<file path="src/rtl/uart_rx_pkg.sv">
// rtl/uart_rx_pkg.sv - shared encodings and helpers for the configurable UART receiver
package uart_rx_pkg;

    localparam logic [1:0] PAR_NONE = 2'd0;
    localparam logic [1:0] PAR_EVEN = 2'd1;
    localparam logic [1:0] PAR_ODD  = 2'd2;

    typedef enum logic [2:0] {
        IDLE,
        START,
        DATA,
        PARITY,
        STOP
    } rx_state_t;

    // FIFO entry carries {ferr, perr, data}
    function automatic int entry_w(input int width);
        return width + 2;
    endfunction

endpackage

</file>
<file path="src/rtl/uart_rx_fifo.sv">
// rtl/uart_rx_fifo.sv - first-word-fall-through FIFO with occupancy count
module uart_rx_fifo #(
    parameter int ENTRY_W = 10,
    parameter int DEPTH   = 16
) (
    input  logic                     i_clk,
    input  logic                     i_rst_n,
    input  logic                     i_wr_en,
    input  logic [ENTRY_W-1:0]       i_wr_data,
    input  logic                     i_rd_en,
    output logic [ENTRY_W-1:0]       o_rd_data,
    output logic                     o_empty,
    output logic                     o_full,
    output logic [$clog2(DEPTH):0]   o_count
);

    localparam int AW = $clog2(DEPTH);

    logic [ENTRY_W-1:0] r_mem [DEPTH];
    logic [AW-1:0]      r_wr_ptr;
    logic [AW-1:0]      r_rd_ptr;
    logic [AW:0]        r_count;
    logic               w_pop;
    logic               w_push;

    assign o_empty   = (r_count == '0);
    assign o_full    = (r_count == (AW+1)'(DEPTH));
    assign o_count   = r_count;
    assign o_rd_data = o_empty ? '0 : r_mem[r_rd_ptr];

    // A write into a full FIFO is accepted only when the head leaves in the same cycle
    assign w_pop  = i_rd_en && !o_empty;
    assign w_push = i_wr_en && (!o_full || w_pop);

    always_ff @(posedge i_clk) begin
        if (w_push) begin
            r_mem[r_wr_ptr] <= i_wr_data;
        end
    end

    always_ff @(posedge i_clk or negedge i_rst_n) begin
        if (!i_rst_n) begin
            r_wr_ptr <= '0;
            r_rd_ptr <= '0;
            r_count  <= '0;
        end else begin
            if (w_push) begin
                r_wr_ptr <= r_wr_ptr + AW'(1);
            end
            if (w_pop) begin
                r_rd_ptr <= r_rd_ptr + AW'(1);
            end
            case ({w_push, w_pop})
                2'b10:   r_count <= r_count + (AW+1)'(1);
                2'b01:   r_count <= r_count - (AW+1)'(1);
                default: r_count <= r_count;
            endcase
        end
    end

endmodule

</file>
<file path="src/rtl/uart_rx_cfg.sv">
// rtl/uart_rx_cfg.sv - runtime-configurable UART receiver with FWFT frame FIFO
// Optional idle-timeout output enabled by defining UART_RX_TIMEOUT_EN.
module uart_rx_cfg
    import uart_rx_pkg::*;
#(
    parameter int WIDTH = 8,
    parameter int OVS   = 16,
    parameter int DEPTH = 16,
    parameter int DIV_W = 16
`ifdef UART_RX_TIMEOUT_EN
    ,
    parameter int TO_BITS = 4
`endif
) (
    input  logic                   clk,
    input  logic                   rst_n,
    input  logic                   rx,
    input  logic [DIV_W-1:0]       div,
    input  logic [1:0]             parity_mode,
    input  logic                   two_stop,
    input  logic                   rd_en,
    input  logic                   clr_overrun,
    output logic [WIDTH-1:0]       d_out,
    output logic                   d_perr,
    output logic                   d_ferr,
    output logic                   empty,
    output logic                   full,
    output logic [$clog2(DEPTH):0] count,
    output logic                   overrun,
    output logic                   busy
`ifdef UART_RX_TIMEOUT_EN
    ,
    output logic                   rx_timeout
`endif
);

    localparam int ENTRY_W = entry_w(WIDTH);
    localparam int SW      = $clog2(OVS);
    localparam int BW      = $clog2(WIDTH);
    localparam logic [SW-1:0] S_HALF = SW'(OVS/2 - 1);
    localparam logic [SW-1:0] S_LAST = SW'(OVS - 1);

    logic               r_rx_meta;
    logic               r_rx_sync;
    logic [DIV_W-1:0]   r_tick_cnt;
    logic               w_tick;
    rx_state_t          r_state;
    logic [SW-1:0]      r_s;
    logic [BW-1:0]      r_bit_idx;
    logic [WIDTH-1:0]   r_data;
    logic [1:0]         r_pmode;
    logic               r_two_stop;
    logic               r_stop_idx;
    logic               r_perr;
    logic               r_ferr;
    logic               r_push;
    logic [ENTRY_W-1:0] r_push_data;
    logic               r_overrun;
    logic [ENTRY_W-1:0] w_head;
    logic               w_par_en;
    logic               w_start_det;
    logic               w_drop;

    always_ff @(posedge clk or negedge rst_n) begin
        if (!rst_n) begin
            r_rx_meta <= 1'b1;
            r_rx_sync <= 1'b1;
        end else begin
            r_rx_meta <= rx;
            r_rx_sync <= r_rx_meta;
        end
    end

    // Free-running baud tick; deliberately not realigned to the start edge
    assign w_tick = (r_tick_cnt == div);

    always_ff @(posedge clk or negedge rst_n) begin
        if (!rst_n) begin
            r_tick_cnt <= '0;
        end else begin
            r_tick_cnt <= w_tick ? '0 : r_tick_cnt + DIV_W'(1);
        end
    end

    assign w_par_en    = (r_pmode == PAR_EVEN) || (r_pmode == PAR_ODD);
    assign w_start_det = (r_state == IDLE) && !r_rx_sync;
    assign busy        = (r_state != IDLE);

    always_ff @(posedge clk or negedge rst_n) begin
        if (!rst_n) begin
            r_state     <= IDLE;
            r_s         <= '0;
            r_bit_idx   <= '0;
            r_data      <= '0;
            r_pmode     <= PAR_NONE;
            r_two_stop  <= 1'b0;
            r_stop_idx  <= 1'b0;
            r_perr      <= 1'b0;
            r_ferr      <= 1'b0;
            r_push      <= 1'b0;
            r_push_data <= '0;
        end else begin
            r_push <= 1'b0;
            case (r_state)
                IDLE: begin
                    if (w_start_det) begin
                        r_state    <= START;
                        r_s        <= '0;
                        r_pmode    <= parity_mode;
                        r_two_stop <= two_stop;
                        r_perr     <= 1'b0;
                        r_ferr     <= 1'b0;
                    end
                end
                START: begin
                    if (w_tick) begin
                        if (r_s == S_HALF) begin
                            r_s       <= '0;
                            r_bit_idx <= '0;
                            r_state   <= r_rx_sync ? IDLE : DATA;
                        end else begin
                            r_s <= r_s + SW'(1);
                        end
                    end
                end
                DATA: begin
                    if (w_tick) begin
                        if (r_s == S_LAST) begin
                            r_s        <= '0;
                            r_data     <= {r_rx_sync, r_data[WIDTH-1:1]};
                            r_bit_idx  <= r_bit_idx + BW'(1);
                            r_stop_idx <= 1'b0;
                            if (r_bit_idx == BW'(WIDTH - 1)) begin
                                r_state <= w_par_en ? PARITY : STOP;
                            end
                        end else begin
                            r_s <= r_s + SW'(1);
                        end
                    end
                end
                PARITY: begin
                    if (w_tick) begin
                        if (r_s == S_LAST) begin
                            r_s     <= '0;
                            r_perr  <= (^r_data) ^ r_rx_sync ^ (r_pmode == PAR_ODD);
                            r_state <= STOP;
                        end else begin
                            r_s <= r_s + SW'(1);
                        end
                    end
                end
                STOP: begin
                    if (w_tick) begin
                        if (r_s == S_LAST) begin
                            r_s <= '0;
                            if (r_two_stop && !r_stop_idx) begin
                                r_stop_idx <= 1'b1;
                                r_ferr     <= r_ferr | !r_rx_sync;
                            end else begin
                                r_state     <= IDLE;
                                r_push      <= 1'b1;
                                r_push_data <= {r_ferr | !r_rx_sync, r_perr, r_data};
                            end
                        end else begin
                            r_s <= r_s + SW'(1);
                        end
                    end
                end
                default: r_state <= IDLE;
            endcase
        end
    end

    uart_rx_fifo #(
        .ENTRY_W (ENTRY_W),
        .DEPTH   (DEPTH)
    ) u_fifo (
        .i_clk     (clk),
        .i_rst_n   (rst_n),
        .i_wr_en   (r_push),
        .i_wr_data (r_push_data),
        .i_rd_en   (rd_en),
        .o_rd_data (w_head),
        .o_empty   (empty),
        .o_full    (full),
        .o_count   (count)
    );

    assign {d_ferr, d_perr, d_out} = w_head;

    assign w_drop  = r_push && full && !rd_en;
    assign overrun = r_overrun;

    always_ff @(posedge clk or negedge rst_n) begin
        if (!rst_n) begin
            r_overrun <= 1'b0;
        end else if (w_drop) begin
            r_overrun <= 1'b1;
        end else if (clr_overrun) begin
            r_overrun <= 1'b0;
        end
    end

`ifdef UART_RX_TIMEOUT_EN
    localparam int TO_LIMIT = TO_BITS * OVS;
    localparam int TW       = $clog2(TO_LIMIT + 1);

    logic [TW-1:0] r_idle_cnt;
    logic          r_timeout;

    assign rx_timeout = r_timeout;

    always_ff @(posedge clk or negedge rst_n) begin
        if (!rst_n) begin
            r_idle_cnt <= '0;
            r_timeout  <= 1'b0;
        end else if (w_start_det || (rd_en && !empty) || empty) begin
            r_idle_cnt <= '0;
            r_timeout  <= 1'b0;
        end else if ((r_state == IDLE) && w_tick && !r_timeout) begin
            r_idle_cnt <= r_idle_cnt + TW'(1);
            if (r_idle_cnt == TW'(TO_LIMIT - 1)) begin
                r_timeout <= 1'b1;
            end
        end
    end
`endif

endmodule
</file>
<file path="config.mk">
export PLATFORM = sky130hd
export DESIGN_NAME = uart_rx_cfg
export DESIGN_NICKNAME = d
export VERILOG_FILES = /design/src/rtl/uart_rx_pkg.sv /design/src/rtl/uart_rx_fifo.sv /design/src/rtl/uart_rx_cfg.sv
export SDC_FILE = /design/constraint.sdc
export NUM_CORES = 1
export LEC_CHECK = 0
export BUFFER_PORTS_ARGS = -buffer_cell sky130_fd_sc_hd__buf_2
export CORE_MARGIN = 2
export CORE_UTILIZATION = 54
export DETAILED_ROUTE_END_ITERATION = 8
export PLACE_DENSITY_LB_ADDON = 0.15
export SYNTH_ARGS = -nofsm -noshare
export SYNTH_HDL_FRONTEND = slang
export SYNTH_HIERARCHICAL = 1
export SYNTH_SLANG_ARGS = --single-unit
</file>
<file path="constraint.sdc">
create_clock -name clk -period 2.87 [get_ports clk]
set_input_delay 0.1435 -clock clk [delete_from_list [all_inputs] [get_ports clk]]
set_output_delay 0.1435 -clock clk [all_outputs]
set_load 0.05 [all_outputs]
</file>
==> results of run 1 <==
[synthesized netlist by cell type, types with 3 or more instances]
master | count | area [sq um]
edfxtp_1 | 160 | 4800
dfrtp_1 | 65 | 1630
mux4_2 | 40 | 901
nor2_1 | 30 | 113
xor2_1 | 26 | 228
nand2_1 | 24 | 90.1
xnor2_1 | 21 | 184
o21ai_0 | 20 | 100
a21oi_1 | 16 | 80.1
mux2_1 | 15 | 169
mux2_2 | 15 | 169
mux2i_1 | 14 | 140
ha_1 | 13 | 163
nand3_1 | 13 | 65.1
and3_1 | 12 | 75.1
buf_2 | 12 | 60.1
and2_1 | 11 | 68.8
nor3_1 | 11 | 55.1
clkbuf_1 | 10 | 37.5
inv_1 | 9 | 33.8
mux2_4 | 8 | 120
o21ai_1 | 8 | 40.0
nand2b_1 | 4 | 25.0
nand4_1 | 4 | 25.0
nor4_2 | 4 | 50.1
or3_1 | 4 | 25.0
a31oi_1 | 3 | 18.8
buf_1 | 3 | 11.3
nor4_1 | 3 | 18.8
[critical path, stage by stage (launching register included)]
cell	delay (ps)
dfrtp_1	430
or4_4	610
o21ai_4	150
nor2_1	110
fa_1	440
a21o_1	180
a21oi_1	290
mux2i_1	260
o211ai_1	110
[worst max path at each step]
stage / start / to / slack, ps
floorplan: u_fifo/o_count[3] / u_fifo/o_count[4] / 90
global placement: u_fifo/o_count[3] / u_fifo/o_count[4] / 320
detailed placement: u_fifo/o_count[3] / u_fifo/o_count[4] / 230
CTS: u_fifo/r_rd_ptr[1] / d_out[6] / 60
global route: u_fifo/o_count[3] / u_fifo/o_count[4] / 60
finish: u_fifo/o_count[3] / u_fifo/o_count[4] / 160
[cells by family after synthesis]
group,after synthesis,synth area share
simple gates,129,0.0704
compound gates,64,0.0422
xor+xnor,47,0.0418
flops,227,0.658
fa+ha+maj,14,0.0185
buf+inv,37,0.0168
mux,92,0.152
[repair_timing]
item	CTS	global route
setup endpoints to repair	1	2
endpoints found under the hold margin	48	0
hold buffers	7	0
buffers inserted	0	7
resized for setup	1	0
[registers in the layout (all words and copies together), names as in the netlist]
name,count
r_state,3
r_perr,1
r_push_data,10
r_tick_cnt,16
r_ferr,1
r_bit_idx,3
r_pmode,2
u_fifo/r_mem,160
r_data,8
overrun,1
r_rx_meta,1
r_stop_idx,1
r_push,1
r_two_stop,1
u_fifo/r_wr_ptr,4
r_s,4
u_fifo/r_rd_ptr,4
u_fifo/o_count,5
r_rx_sync,1
[where the power goes]
group          internal, mW  switching, mW
clock network          1.88           1.19
registers              3.61          0.232
logic                 0.915           1.36
total                  6.41           2.78
[final cells by class]
cell class | count | area (sq um) | area share
clock buffer | 31 | 658 | 0.0583
clock inverter | 12 | 135 | 0.0120
inverter | 10 | 37.5 | 0.00333
multi-input combinational | 346 | 3200 | 0.284
sequential | 227 | 6490 | 0.575
tap | 229 | 287 | 0.0254
timing repair buffer | 75 | 475 | 0.0421
[stage by stage]
step | cell area (sq um) | power [mW] | hold WS [ps] | setup WS, ps | cells
3_3_place_gp | 10400 | 6.06 | 249 | 320 | 873
2_1_floorplan | 9850 | 5.57 | -152 | 88.4 | 610
3_5_place_dp | 10400 | 6.10 | 251 | 227 | 873
5_1_grt | 11300 | 9.58 | 18.2 | 58.8 | 930
6_report | 11300 | 9.18 | 16.4 | 164 | 930
4_1_cts | 11200 | 9.20 | 4.85 | 55.7 | 923
[per-layer routing]
layer,global-route usage,share of wire,up-vias
li1,-,-,2484
met1,0.288,0.44,2774
met2,0.347,0.50,124
met3,0.0266,0.047,21
met4,0.0431,0.016,0
met5,0,0,-
==> reports/qor.yml, run 1 <==
grt_overflow: 0
max_freq_mhz: 370
mostFrequentLayoutCell: "edfxtp_1"
hold_viol: 0
place.gp.congestion: 0.873
ys_async_sr_fraction: 0.295
setup_viol: 0
synth-seq-area-share: 0.658
grt_pass1_wl_microns: 31100
layout_common_cells: "edfxtp_1 (160), dfrtp_1 (63), buf_2 (42)"
syn_nets: 648
synth.distinct_cells: 57
rr_startpoint: "u_fifo/o_count[3]"
route.vias.total: 5403
reg2reg_depth: 8
holdCritStartpoint: "rd_en"
status: "complete, no violations"
synth-seq-cells: 227
worstMarginPinSlew_ps: 1050
die_w_microns: 139
dieArea_sq_um: 19300
finClkSkew_ps: 11.2
required_ps: 3240
yosys_most_used_dff: "edfxtp_1"
drv_cap: 0
yosysWarnings: 6
avgRoutedWirePerCell_microns: 20.4
period_needed_ps: 2710
cts.clk_slew.worst_paths_ps: 60
wirelength_microns: 19000
fillCellCount: 1310
slew_headroom: 0.299
cts_buffers: 24
r2r_slack_ps: 160
finalCoreUtilization: 0.630
die_h_microns: 139
cts.htree.levels: 1
min_path_type: "primary input to flop"
tns_ps: 0
place_hpwl_microns: 12400
drtIter0Drc: 382
cts_root_buffer: "clkbuf_16"
cts_tree: "built"
initial_core_util: 0.550
rsz0062_at_grt: "no"
end_kind: "flop"
cp.arrival_ps: 3070
dr.pass1.iters: 4
vdd_ir_drop_max_uv: 915
avgSynthCellArea_sq_um: 16.1
io_pins: 43
numClockSinks: 227
antenna_cells: 0
ctsLongestPathBuffers: 3
vias_per_cell: 5.81
area_growth_pct: 14.5
p_leak_nw: 4.65
portBuffers: 42
rr_endpoint: "u_fifo/o_count[4]"
grt_antenna_before_repair: 0
synthCells: 610
grt_usage: 0.204
hold_depth: 3
crit_fanout: 5
critPathLaunchType: "flop"
synth-edff-count: 160
period_share: 0.943
maxSlewViolCount: 0
worstSetupPathType: "flop to flop"
grt_max_degree: 48
core-area_sq_um: 17900
drc: 0
netlist_area_sq_um: 9850
powerDensity_nw_per_um2: 814
nets: 722
grt_pass1_vias: 5678
whs_endpoint: "u_fifo/r_rd_ptr[2]"
ant_nets: 0
insertion_delay_ps: 500
row_count: 49
drive_gt1_frac: 0.262
Power figures use the tool's default switching activity.
==> run 2, diff against run 1 <==
--- a/config.mk
+++ b/config.mk
@@ -6,8 +6,10 @@
 export NUM_CORES = 1
 export LEC_CHECK = 0
 export BUFFER_PORTS_ARGS = -buffer_cell sky130_fd_sc_hd__buf_2
+export CAP_MARGIN = 20
 export CORE_MARGIN = 2
 export CORE_UTILIZATION = 54
+export CTS_BUF_LIST = sky130_fd_sc_hd__clkbuf_16
 export DETAILED_ROUTE_END_ITERATION = 8
 export PLACE_DENSITY_LB_ADDON = 0.15
 export SYNTH_ARGS = -nofsm -noshare
==> reports/qor.yml, run 2 (synthesis results as in run 1) <==
layout_common_cells: "edfxtp_1 (160), dfrtp_1 (63), buf_2 (42)"  # unchanged
end_kind: "flop"  # unchanged
die_w_microns: 139  # unchanged
rsz0062_at_grt: "no"  # unchanged
io_pins: 43  # unchanged
numClockSinks: 227  # unchanged
p_leak_nw: 4.68  # was 4.65 nW
powerDensity_nw_per_um2: 809  # was 814 nW/um^2
cts.clk_slew.worst_paths_ps: 60  # about the same
drc: 0  # unchanged
dr.pass1.iters: 5  # was 4
crit_fanout: 5  # unchanged
drive_gt1_frac: 0.262  # about the same
grt_pass1_wl_microns: 31100  # about the same
pwr-share-seq: 0.420  # was 0.419
placed_cells: 873  # unchanged
pwr-share-clk: 0.331  # was 0.334
core-area_sq_um: 17900  # unchanged
ctsLongestPathBuffers: 3  # unchanged
min_path_type: "primary input to flop"  # unchanged
maxSlewViolCount: 0  # unchanged
cts_root_buffer: "clkbuf_16"  # unchanged
reg_top3: "u_fifo/r_mem (160), r_tick_cnt (16), r_push_data (10)"  # unchanged
cts_buffers: 24  # unchanged
row_count: 49  # unchanged
fin_ws_ps: 180  # was 164 ps
wirelength_microns: 19000  # about the same
ant_nets: 0  # unchanged
holdWs_ps: 12.9  # was 16.4 ps
mostFrequentLayoutCell: "edfxtp_1"  # unchanged
critPathLaunchType: "flop"  # unchanged
slew_headroom: 0.492  # was 0.299
worstSetupPathType: "flop to flop"  # unchanged
grt_usage: 0.204  # about the same
power_switching_mw: 2.77  # was 2.78 mW
status: "complete, no violations"  # unchanged
initial_core_util: 0.550  # unchanged
avgRoutedWirePerCell_microns: 20.4  # about the same
drtIter0Drc: 370  # was 382
cts.htree.levels: 1  # unchanged
antenna_cells: 0  # unchanged
p_total_mw: 9.14  # was 9.18 mW
power.internal_mw: 6.37  # was 6.41 mW
die_h_microns: 139  # unchanged
hold_viol: 0  # unchanged
swShare: 0.304  # was 0.302
vias_per_cell: 5.81  # about the same
vdd_ir_drop_max_uv: 915  # about the same
dieArea_sq_um: 19300  # unchanged
max_freq_mhz: 372  # was 370 MHz
tns_ps: 0  # unchanged
insertion_delay_ps: 500  # about the same
worstMarginPinSlew_ps: 763  # was 1050 ps
setup_viol: 0  # unchanged
route.vias.total: 5413  # was 5403
place_ws_ps: 227  # unchanged
grt_overflow: 0  # unchanged
required_ps: 3240  # about the same
finClkSkew_ps: 11.3  # was 11.2 ps
largest_reg_flops: 160  # unchanged
period_share: 0.937  # was 0.943
place_hpwl_microns: 12400  # unchanged
largest-register: "u_fifo/r_mem"  # unchanged
cp.arrival_ps: 3060  # was 3070 ps
cts_tree: "built"  # unchanged
grt_pass1_vias: 5678  # unchanged
grt_max_degree: 48  # unchanged
period_needed_ps: 2690  # was 2710 ps
power_frac_comb: 0.249  # was 0.247
portBuffers: 42  # unchanged
area_growth_pct: 14.6  # was 14.5%
final_cells: 931  # was 930
nets: 723  # was 722
place.gp.congestion: 0.873  # unchanged
drv_cap: 0  # unchanged
grt_antenna_before_repair: 0  # unchanged
==> run 2: changes by cell type in the layout (fill, tap and decap cells not counted), sizes merged <==
| cell | change |
|---|---|
| buf | +1 |
| inv | +5 |
| clkbuf | -6 |
| clkinv | +1 |
==> run 2: per-stage QoR <==
step | utilization | instance area, sq um
after global routing | 0.631 | 11300
final | 0.631 | 11300
after detailed placement | 0.579 | 10400
after floorplan | - | 9850
after CTS | 0.627 | 11200
after global placement | 0.579 | 10400
==> run 2: critical path, stage by stage, from the launching register on <==
cell and delay (ps):
dfrtp_1 430, or4_4 610, o21ai_4 150, nor2_1 110
fa_1 440, a21o_1 180, a21oi_1 290, mux2i_1 250
o211ai_1 110
==> run 2: routing by layer <==
metal  vias to the layer above  share of wire  global-route usage
li1                       2490              -                   -
met3                        22          0.041              0.0266
met1                      2767           0.44               0.289
met4                         0          0.016              0.0431
met5                         -              0                   0
met2                       134           0.50               0.346
==> run 2: repair_timing <==
item,CTS,global route
buffers inserted,0,7
resized for setup,1,0
hold buffers,7,0
endpoints found under the setup margin,1,2
endpoints found under the hold margin,48,0
==> run 2: power groups by stage <==
stage	clock network [mW]	registers [mW]	logic, mW
floorplan	0	3.91	1.65
CTS	3.10	3.86	2.19
detailed placement	0	3.92	2.18
global placement	0	3.91	2.15
finish	3.03	3.84	2.27
global route	3.24	3.87	2.43
==> run 2: path summary, 6_finish.rpt <==
path,slack [ps],endpoint,cells after the start,from
setup / recovery,180,u_fifo/o_count[4],8,u_fifo/o_count[3]
hold / removal,10,u_fifo/r_rd_ptr[2],3,rd_en
setup reg to reg,180,u_fifo/o_count[4],8,u_fifo/o_count[3]
hold reg to reg,350,r_rx_sync,0,r_rx_meta
max in group asynchronous,2080,r_tick_cnt[13],4,rst_n
min in group asynchronous,30,r_two_stop,2,rst_n
==> run 2: final cells by class <==
cell class                 count  area, sq um
multi-input combinational    346         3200
fill                        1308         6610
clock buffer                  25          626
sequential                   227         6490
tap                          229          287
inverter                      10         37.5
timing repair buffer          76          495
clock inverter                18          158
